--- config.mk ---
export PLATFORM = sky130hd
export DESIGN_NAME = br_hazard_ctrl_flat
export DESIGN_NICKNAME = d
export VERILOG_FILES = /design/src/rtl/br_hazard_if.sv /design/src/rtl/br_hazard_ctrl.sv /design/src/flat_wrapper.sv
export SDC_FILE = /design/constraint.sdc
export NUM_CORES = 1
export LEC_CHECK = 0
export CAP_MARGIN = 20
export CORE_ASPECT_RATIO = 0.9
export CORE_MARGIN = 4
export CORE_UTILIZATION = 42
export CTS_CLUSTER_DIAMETER = 60
export DETAILED_ROUTE_END_ITERATION = 8
export PLACE_DENSITY = 0.72
export SYNTH_ARGS = -nofsm -noshare
export SYNTH_HDL_FRONTEND = slang
export SYNTH_SLANG_ARGS = --single-unit
--- constraint.sdc ---
create_clock -name clk -period 5 [get_ports clk]
set_input_delay 1 -clock clk [delete_from_list [all_inputs] [get_ports clk]]
set_output_delay 1 -clock clk [all_outputs]
set_load 0.005 [all_outputs]
--- src/rtl/br_hazard_if.sv ---
// br_hazard_if: ID-stage branch hazard bundle between the pipeline (master) and the hazard controller (slave).
interface br_hazard_if #(
  parameter int XLEN  = 32,
  parameter int CNT_W = 16
);
  logic             br_detect;
  logic             id_valid;
  logic [XLEN-1:0]  id_pc;
  logic             ex_resolve_valid;
  logic             ex_taken;
  logic [XLEN-1:0]  ex_target;
  logic             ext_flush;
  logic             pc_hold;
  logic             ifid_flush;
  logic             redirect_valid;
  logic [XLEN-1:0]  redirect_pc;
  logic [CNT_W-1:0] stall_cnt;
  logic             timeout_err;
  modport master (
    output br_detect, id_valid, id_pc, ex_resolve_valid, ex_taken, ex_target, ext_flush,
    input  pc_hold, ifid_flush, redirect_valid, redirect_pc, stall_cnt, timeout_err
  );
  modport slave (
    input  br_detect, id_valid, id_pc, ex_resolve_valid, ex_taken, ex_target, ext_flush,
    output pc_hold, ifid_flush, redirect_valid, redirect_pc, stall_cnt, timeout_err
  );
endinterface

--- src/rtl/br_hazard_ctrl.sv ---
// br_hazard_ctrl: freezes fetch and squashes IF/ID while a branch is unresolved, then redirects the PC once.
module br_hazard_ctrl #(
  parameter int XLEN     = 32,
  parameter int CNT_W    = 16,
  parameter int MAX_WAIT = 8
) (
  input logic       clk,
  input logic       rst,
  br_hazard_if.slave bus
);
  localparam int WW = $clog2(MAX_WAIT + 1);
  typedef enum logic [1:0] {IDLE, WAIT, REDIR} state_t;
  state_t           state_q, state_d;
  logic [XLEN-1:0]  fall_q, fall_d, rpc_q, rpc_d;
  logic [WW-1:0]    wcnt_q, wcnt_d;
  logic [CNT_W-1:0] stall_q, stall_d;
  logic             terr_q, terr_d, hold, flush, detect;
  assign detect = bus.id_valid & bus.br_detect;
  always_comb begin
    state_d = state_q;
    fall_d  = fall_q;
    rpc_d   = rpc_q;
    wcnt_d  = wcnt_q;
    terr_d  = terr_q;
    hold    = 1'b0;
    flush   = 1'b0;
    case (state_q)
      IDLE: if (detect) begin
        hold    = 1'b1;
        flush   = 1'b1;
        fall_d  = bus.id_pc + XLEN'(4);
        wcnt_d  = '0;
        state_d = WAIT;
      end
      WAIT: begin
        hold   = 1'b1;
        flush  = 1'b1;
        wcnt_d = wcnt_q + WW'(1);
        // a resolve arriving in the last allowed cycle beats the timeout
        if (bus.ex_resolve_valid) begin
          rpc_d   = bus.ex_taken ? bus.ex_target : fall_q;
          state_d = REDIR;
        end else if (wcnt_q == WW'(MAX_WAIT - 1)) begin
          terr_d  = 1'b1;
          state_d = IDLE;
        end
      end
      default: begin
        flush   = 1'b1;
        state_d = IDLE;
      end
    endcase
    if (bus.ext_flush) state_d = IDLE;
    stall_d = (hold && stall_q != '1) ? stall_q + CNT_W'(1) : stall_q;
  end
  always_ff @(posedge clk) begin
    if (rst) begin
      state_q <= IDLE;
      fall_q  <= '0;
      rpc_q   <= '0;
      wcnt_q  <= '0;
      stall_q <= '0;
      terr_q  <= 1'b0;
    end else begin
      state_q <= state_d;
      fall_q  <= fall_d;
      rpc_q   <= rpc_d;
      wcnt_q  <= wcnt_d;
      stall_q <= stall_d;
      terr_q  <= terr_d;
    end
  end
  assign bus.pc_hold        = hold;
  assign bus.ifid_flush     = flush;
  assign bus.redirect_valid = (state_q == REDIR);
  assign bus.redirect_pc    = rpc_q;
  assign bus.stall_cnt      = stall_q;
  assign bus.timeout_err    = terr_q;
endmodule

--- src/flat_wrapper.sv ---
// flat-port wrapper written by rule: the top's interface ports become plain ports
module br_hazard_ctrl_flat 
#(
  parameter int XLEN     = 32,
  parameter int CNT_W    = 16,
  parameter int MAX_WAIT = 8
)
  (clk, rst, bus_br_detect, bus_id_valid, bus_id_pc, bus_ex_resolve_valid, bus_ex_taken, bus_ex_target, bus_ext_flush, bus_pc_hold, bus_ifid_flush, bus_redirect_valid, bus_redirect_pc, bus_stall_cnt, bus_timeout_err);
  br_hazard_if #(.XLEN(XLEN), .CNT_W(CNT_W)) bus_i ();
  input logic clk;
  input logic rst;
  input wire logic [$bits(bus_i.br_detect)-1:0] bus_br_detect;
  input wire logic [$bits(bus_i.id_valid)-1:0] bus_id_valid;
  input wire logic [$bits(bus_i.id_pc)-1:0] bus_id_pc;
  input wire logic [$bits(bus_i.ex_resolve_valid)-1:0] bus_ex_resolve_valid;
  input wire logic [$bits(bus_i.ex_taken)-1:0] bus_ex_taken;
  input wire logic [$bits(bus_i.ex_target)-1:0] bus_ex_target;
  input wire logic [$bits(bus_i.ext_flush)-1:0] bus_ext_flush;
  output wire logic [$bits(bus_i.pc_hold)-1:0] bus_pc_hold;
  output wire logic [$bits(bus_i.ifid_flush)-1:0] bus_ifid_flush;
  output wire logic [$bits(bus_i.redirect_valid)-1:0] bus_redirect_valid;
  output wire logic [$bits(bus_i.redirect_pc)-1:0] bus_redirect_pc;
  output wire logic [$bits(bus_i.stall_cnt)-1:0] bus_stall_cnt;
  output wire logic [$bits(bus_i.timeout_err)-1:0] bus_timeout_err;
  assign bus_i.br_detect = bus_br_detect;
  assign bus_i.id_valid = bus_id_valid;
  assign bus_i.id_pc = bus_id_pc;
  assign bus_i.ex_resolve_valid = bus_ex_resolve_valid;
  assign bus_i.ex_taken = bus_ex_taken;
  assign bus_i.ex_target = bus_ex_target;
  assign bus_i.ext_flush = bus_ext_flush;
  assign bus_pc_hold = bus_i.pc_hold;
  assign bus_ifid_flush = bus_i.ifid_flush;
  assign bus_redirect_valid = bus_i.redirect_valid;
  assign bus_redirect_pc = bus_i.redirect_pc;
  assign bus_stall_cnt = bus_i.stall_cnt;
  assign bus_timeout_err = bus_i.timeout_err;
  br_hazard_ctrl #(.XLEN(XLEN), .CNT_W(CNT_W), .MAX_WAIT(MAX_WAIT)) u_core (.clk(clk), .rst(rst), .bus(bus_i));
endmodule
-- Word level (Yosys, flattened, before mapping)
Cells that the tools add are included.
- bits of input ports: 71
- output and inout port bits: 52
- word-level logic and storage cells: 36
- register bits after elaboration: 87
- equality and inequality tests: 6
- reductions and logical operators: 9
- bitwise gates (word level): 2
- multiplexer cells: 10
- $add $sub $neg: 3
- operator list (cell ; count):
    32-bit by 3-bit adder with 32-bit output, second input constant ; 1
    32-bit 2-to-1 mux ; 1
    16-bit by 1-bit adder with 16-bit output, second input constant ; 1
    16-bit inequality test, second input constant ; 1
    4-bit case mux with 2 select lines ; 1
    2-bit AND reduction ; 4
    2-bit 2-to-1 mux ; 3
    4-bit by 1-bit adder with 4-bit output, second input constant ; 1
    4-bit by 3-bit equality test with 1-bit output, second input constant ; 1
    4-bit 2-to-1 mux ; 1
    2-bit case mux with 2 select lines ; 1
    3-bit by 2-bit inequality test with 1-bit output, second input constant ; 1
    3-bit AND reduction ; 1
    2-bit by 1-bit equality test with 1-bit output, second input constant ; 1
    2-bit equality test, second input constant ; 1
    2-bit zero test ; 1
    1-bit 2-to-1 mux ; 2
    2-bit by 1-bit inequality test with 1-bit output, second input constant ; 1
    1-bit case mux with 2 select lines ; 1
    2-bit nonzero test ; 1
    2-bit OR reduction ; 1
    1-bit AND ; 1
    1-bit logical AND ; 1
    1-bit NOT ; 1

-- Logic depth before layout (Yosys ltp)
- word-level depth: 4
- depth in mapped cells: 7

-- Worst setup path before layout
Ideal clock, no wire load.
- path kind: input to output
- start point: in bus_id_valid
- end point: out bus_pc_hold
- path buffers: 1
- setup slack: 2.410 ns
- data arrival time: 1.590 ns
- cell stages on the path: 4
- required time: 4.000 ns
- path through: a21oi_1 > or2_2 > inv_1 > buf_2
- longest elaborated chain between the ends: 3
- RTL lines (what ; line ; RTL):
    start, declared ; flat_wrapper.sv:13 ; input wire logic [$bits(bus_i.id_valid)-1:0] bus_id_valid;
    1-bit AND ; br_hazard_ctrl.sv:18 ; assign detect = bus.id_valid & bus.br_detect;
    1-bit 2-to-1 mux ; br_hazard_ctrl.sv:28 ; IDLE: if (detect) begin
    1-bit case mux with 2 select lines ; br_hazard_ctrl.sv:27 ; case (state_q)
    end, declared ; flat_wrapper.sv:19 ; output wire logic [$bits(bus_i.pc_hold)-1:0] bus_pc_hold;
No other way between the ends.

-- Final worst setup path
- start point: in bus_br_detect
- end point: out bus_pc_hold
- longest elaborated chain between the ends: 3
- RTL lines (what ; line ; RTL):
    start, declared ; flat_wrapper.sv:12 ; input wire logic [$bits(bus_i.br_detect)-1:0] bus_br_detect;
    1-bit AND ; br_hazard_ctrl.sv:18 ;
    1-bit 2-to-1 mux ; br_hazard_ctrl.sv:28 ;
    1-bit case mux with 2 select lines ; br_hazard_ctrl.sv:27 ;
No other way between the ends.

==> flow_summary.json <==
{
  "slowest_stage": "clkdlybuf4s50_1",
  "ctsHoldBuffers": 0,
  "grtUsageTotal_pct": 17.7,
  "maxSlewHeadroom_pct": 32.7,
  "cp_slowest_stage_delay_ps": 570,
  "synthFlopType": "dfxtp_1",
  "io-pin-count": 123,
  "postRouteAntennaNets": 0,
  "arrival_ps": 2750,
  "cap_violations": 0,
  "worst_clock_skew_ps": 9.35,
  "rsz0062_at_grt": "false",
  "syn_inst": 457,
  "drcViolationCount": 0,
  "yosys.cell_types.count": 38,
  "cp_max_fo": 11,
  "design_area_mm2": 0.00568,
  "cp_top_family": "buffers and inverters",
  "critPathLaunchType": "primary input",
  "gp_congestion": 0.823,
  "status": "completed",
  "period_share_pct": 74.9,
  "first_global_vias": 3447,
  "num_rows": 34,
  "antenna_found_initial": 0,
  "dr.first_iter.drc_count": 150,
  "htree_levels": 3,
  "drt_pass1_iterations": 4,
  "diodes": 0,
  "drive_gt1_share_pct": 7.76,
  "io_buffers": 122,
  "final_nets": 636,
  "start_util_pct": 43.1,
  "grt_overflow": 0,
  "hold_violations": 0,
  "grt_pass1_wl_mm": 16.7,
  "vias_per_cell": 5.20,
  "fin_cells": 693,
  "fmax_ghz": 0.267,
  "syn-num-nets": 531,
  "numCtsBuffers": 9,
  "ys_top_cells_by_count": "nor2_1 (88), dfxtp_1 (87), a211oi_1 (46), xor2_1 (36), mux2i_1 (32)",
  "worstSetupEndpointType": "output pin",
  "syn-mean-instance-area_um2": 9.11,
  "path_cells": "clkdlybuf4s50_1 > a21oi_1 > or2_2 > inv_1 > clkdlybuf4s50_1",
  "hpwl_mm": 7.22,
  "tritoncts": "yes",
  "cp.required_ps": 4000,
  "clk_latency_ps": 350,
  "cts_root_buf": "clkbuf_8",
  "dieHeight_um": 102,
  "leakagePower_nw": 2.02,
  "drt_wl_total_mm": 10.3,
  "synth_top_cell_area_share_pct": 41.8,
  "synth_async_sr_flop_share_pct": 0,
  "yosys_warnings": 0,
  "fp.dieW_um": 113,
  "cp_common_cell": "clkdlybuf4s50_1",
  "fp.coreArea_mm2": 0.00966,
  "vias": 3604,
  "setup_tns_ps": 0,
  "cts.repair.resized": 0,
  "synth_edf_count": 0,
  "post_dp_cell_area_mm2": 0.00541,
  "cp_num_buf_inv": 3,
  "cts_setup_buffers": 0,
  "ys_ff_latch": 87,
  "grt_max_degree": 88,
  "synth_most_common_cell": "nor2_1",
  "numClockSinks": 87,
  "tightest_slew_ps": 1010,
  "post-synth-top-area-cell": "dfxtp_1",
  "drv_slew": 0,
  "critPathKind": "primary input to output pin",
  "area_growth_syn_to_layout_pct": 36.3,
  "powerDensity_mw_per_mm2": 268,
  "die-area_mm2": 0.0116,
  "vdd_drop_max_mv": 0.147,
  "setup_viol": 0,
  "placedCellCount": 676,
  "clk_pin_slew_worst_paths_ps": 80,
  "synth_sequential_area_ratio_pct": 41.8,
  "netlist_area_mm2": 0.00416,
  "wl_per_cell_um": 14.9,
  "ys_top_cells_by_area": "dfxtp_1 (42%), a211oi_1 (8.3%), nor2_1 (7.9%)",
  "hold_path.class": "register to register",
  "clk_path_buf_depth": 2,
  "min_period_ps": 3750
}
==> final cells by class <==
class / instances / area [um2]
Tap cell: 126 / 158
Clock inverter: 5 / 106
Multi-Input combinational cell: 337 / 2280
Sequential cell: 87 / 1740
Clock buffer: 11 / 131
Fill cell: 887 / 3980
Timing Repair Buffer: 124 / 1250
Inverter: 3 / 11.3
==> worst min-delay path: cells and delay by family (launching register included) <==
kind | cells | cell delay, ps
DFF | 1 | 320
and+or+nand+nor | 1 | 50
AOI/OAI and AO/OA | 1 | 50
==> cells in the final DEF (no fill, tap or decap), drive strengths merged, types with 7 or more instances in the layout <==
cell type,n
mux2i,32
and3,10
xnor2,7
nand3,25
xor2,36
dfxtp,87
nand2,20
a211oi,61
nand4,21
a21oi,8
clkdlybuf4s50,120
nor2,88
clkbuf,11
==> layer usage <==
| metal | track usage (%) | wire length [um] | up-vias | share of wire, % |
|---|---|---|---|---|
| met5 | 0 | 0 | - | 0 |
| met4 | 5.45 | 156 | 0 | 1.5 |
| met3 | 3.97 | 509 | 13 | 4.9 |
| met2 | 31.0 | 5030 | 89 | 49 |
| met1 | 22.0 | 4610 | 1653 | 45 |
| li1 | - | - | 1849 | - |
==> worst paths after layout <==
check	start	to	slack [ps]	cells after the start
max	bus_br_detect	bus_pc_hold	1250	5
min	u_core.fall_q[1]$_SDFFE_PP0P_	u_core.fall_q[1]$_SDFFE_PP0P_	460	2
max reg2reg	u_core.state_q[0]$_SDFFE_PP0P_	u_core.bus.redirect_pc[26]$_SDFFE_PP0P_	2970	5
min reg2reg	u_core.fall_q[1]$_SDFFE_PP0P_	u_core.fall_q[1]$_SDFFE_PP0P_	460	2
==> flip-flops by register name (all words and copies together) (netlist names) <==
| name | count |
|---|---|
| u_core.fall_q | 32 |
| u_core.wcnt_q | 4 |
| u_core.bus.stall_cnt | 16 |
| u_core.state_q | 2 |
| u_core.bus.timeout_err | 1 |
| u_core.bus.redirect_pc | 32 |
==> power by group <==
part | leakage [nW] | internal, mW | total (mW) | switching [mW]
registers | 0.708 | 0.718 | 0.734 | 0.0159
logic | 1.19 | 0.108 | 0.199 | 0.0912
clock network | 0.114 | 0.333 | 0.587 | 0.254
==> per-stage QoR <==
step | power (mW) | hold WS, ps | worst slack, ps | util (%)
3_5_place_dp | 0.950 | 449 | 1250 | 56.0
6_report | 1.52 | 461 | 1250 | 58.8
2_1_floorplan | 0.848 | 436 | 2410 | -
3_3_place_gp | 0.945 | 442 | 1280 | 56.0
5_1_grt | 1.58 | 498 | 1160 | 58.8
4_1_cts | 1.54 | 461 | 1250 | 58.5
==> cells by family after synthesis <==
logic type | synth area share, %
xor+xnor | 9.04
flops | 41.8
simple gates | 22.5
mux | 7.69
buf+inv | 3.61
compound gates | 14.5
fa+ha+maj | 0.902
No activity file was read; power rests on OpenSTA's default activity.
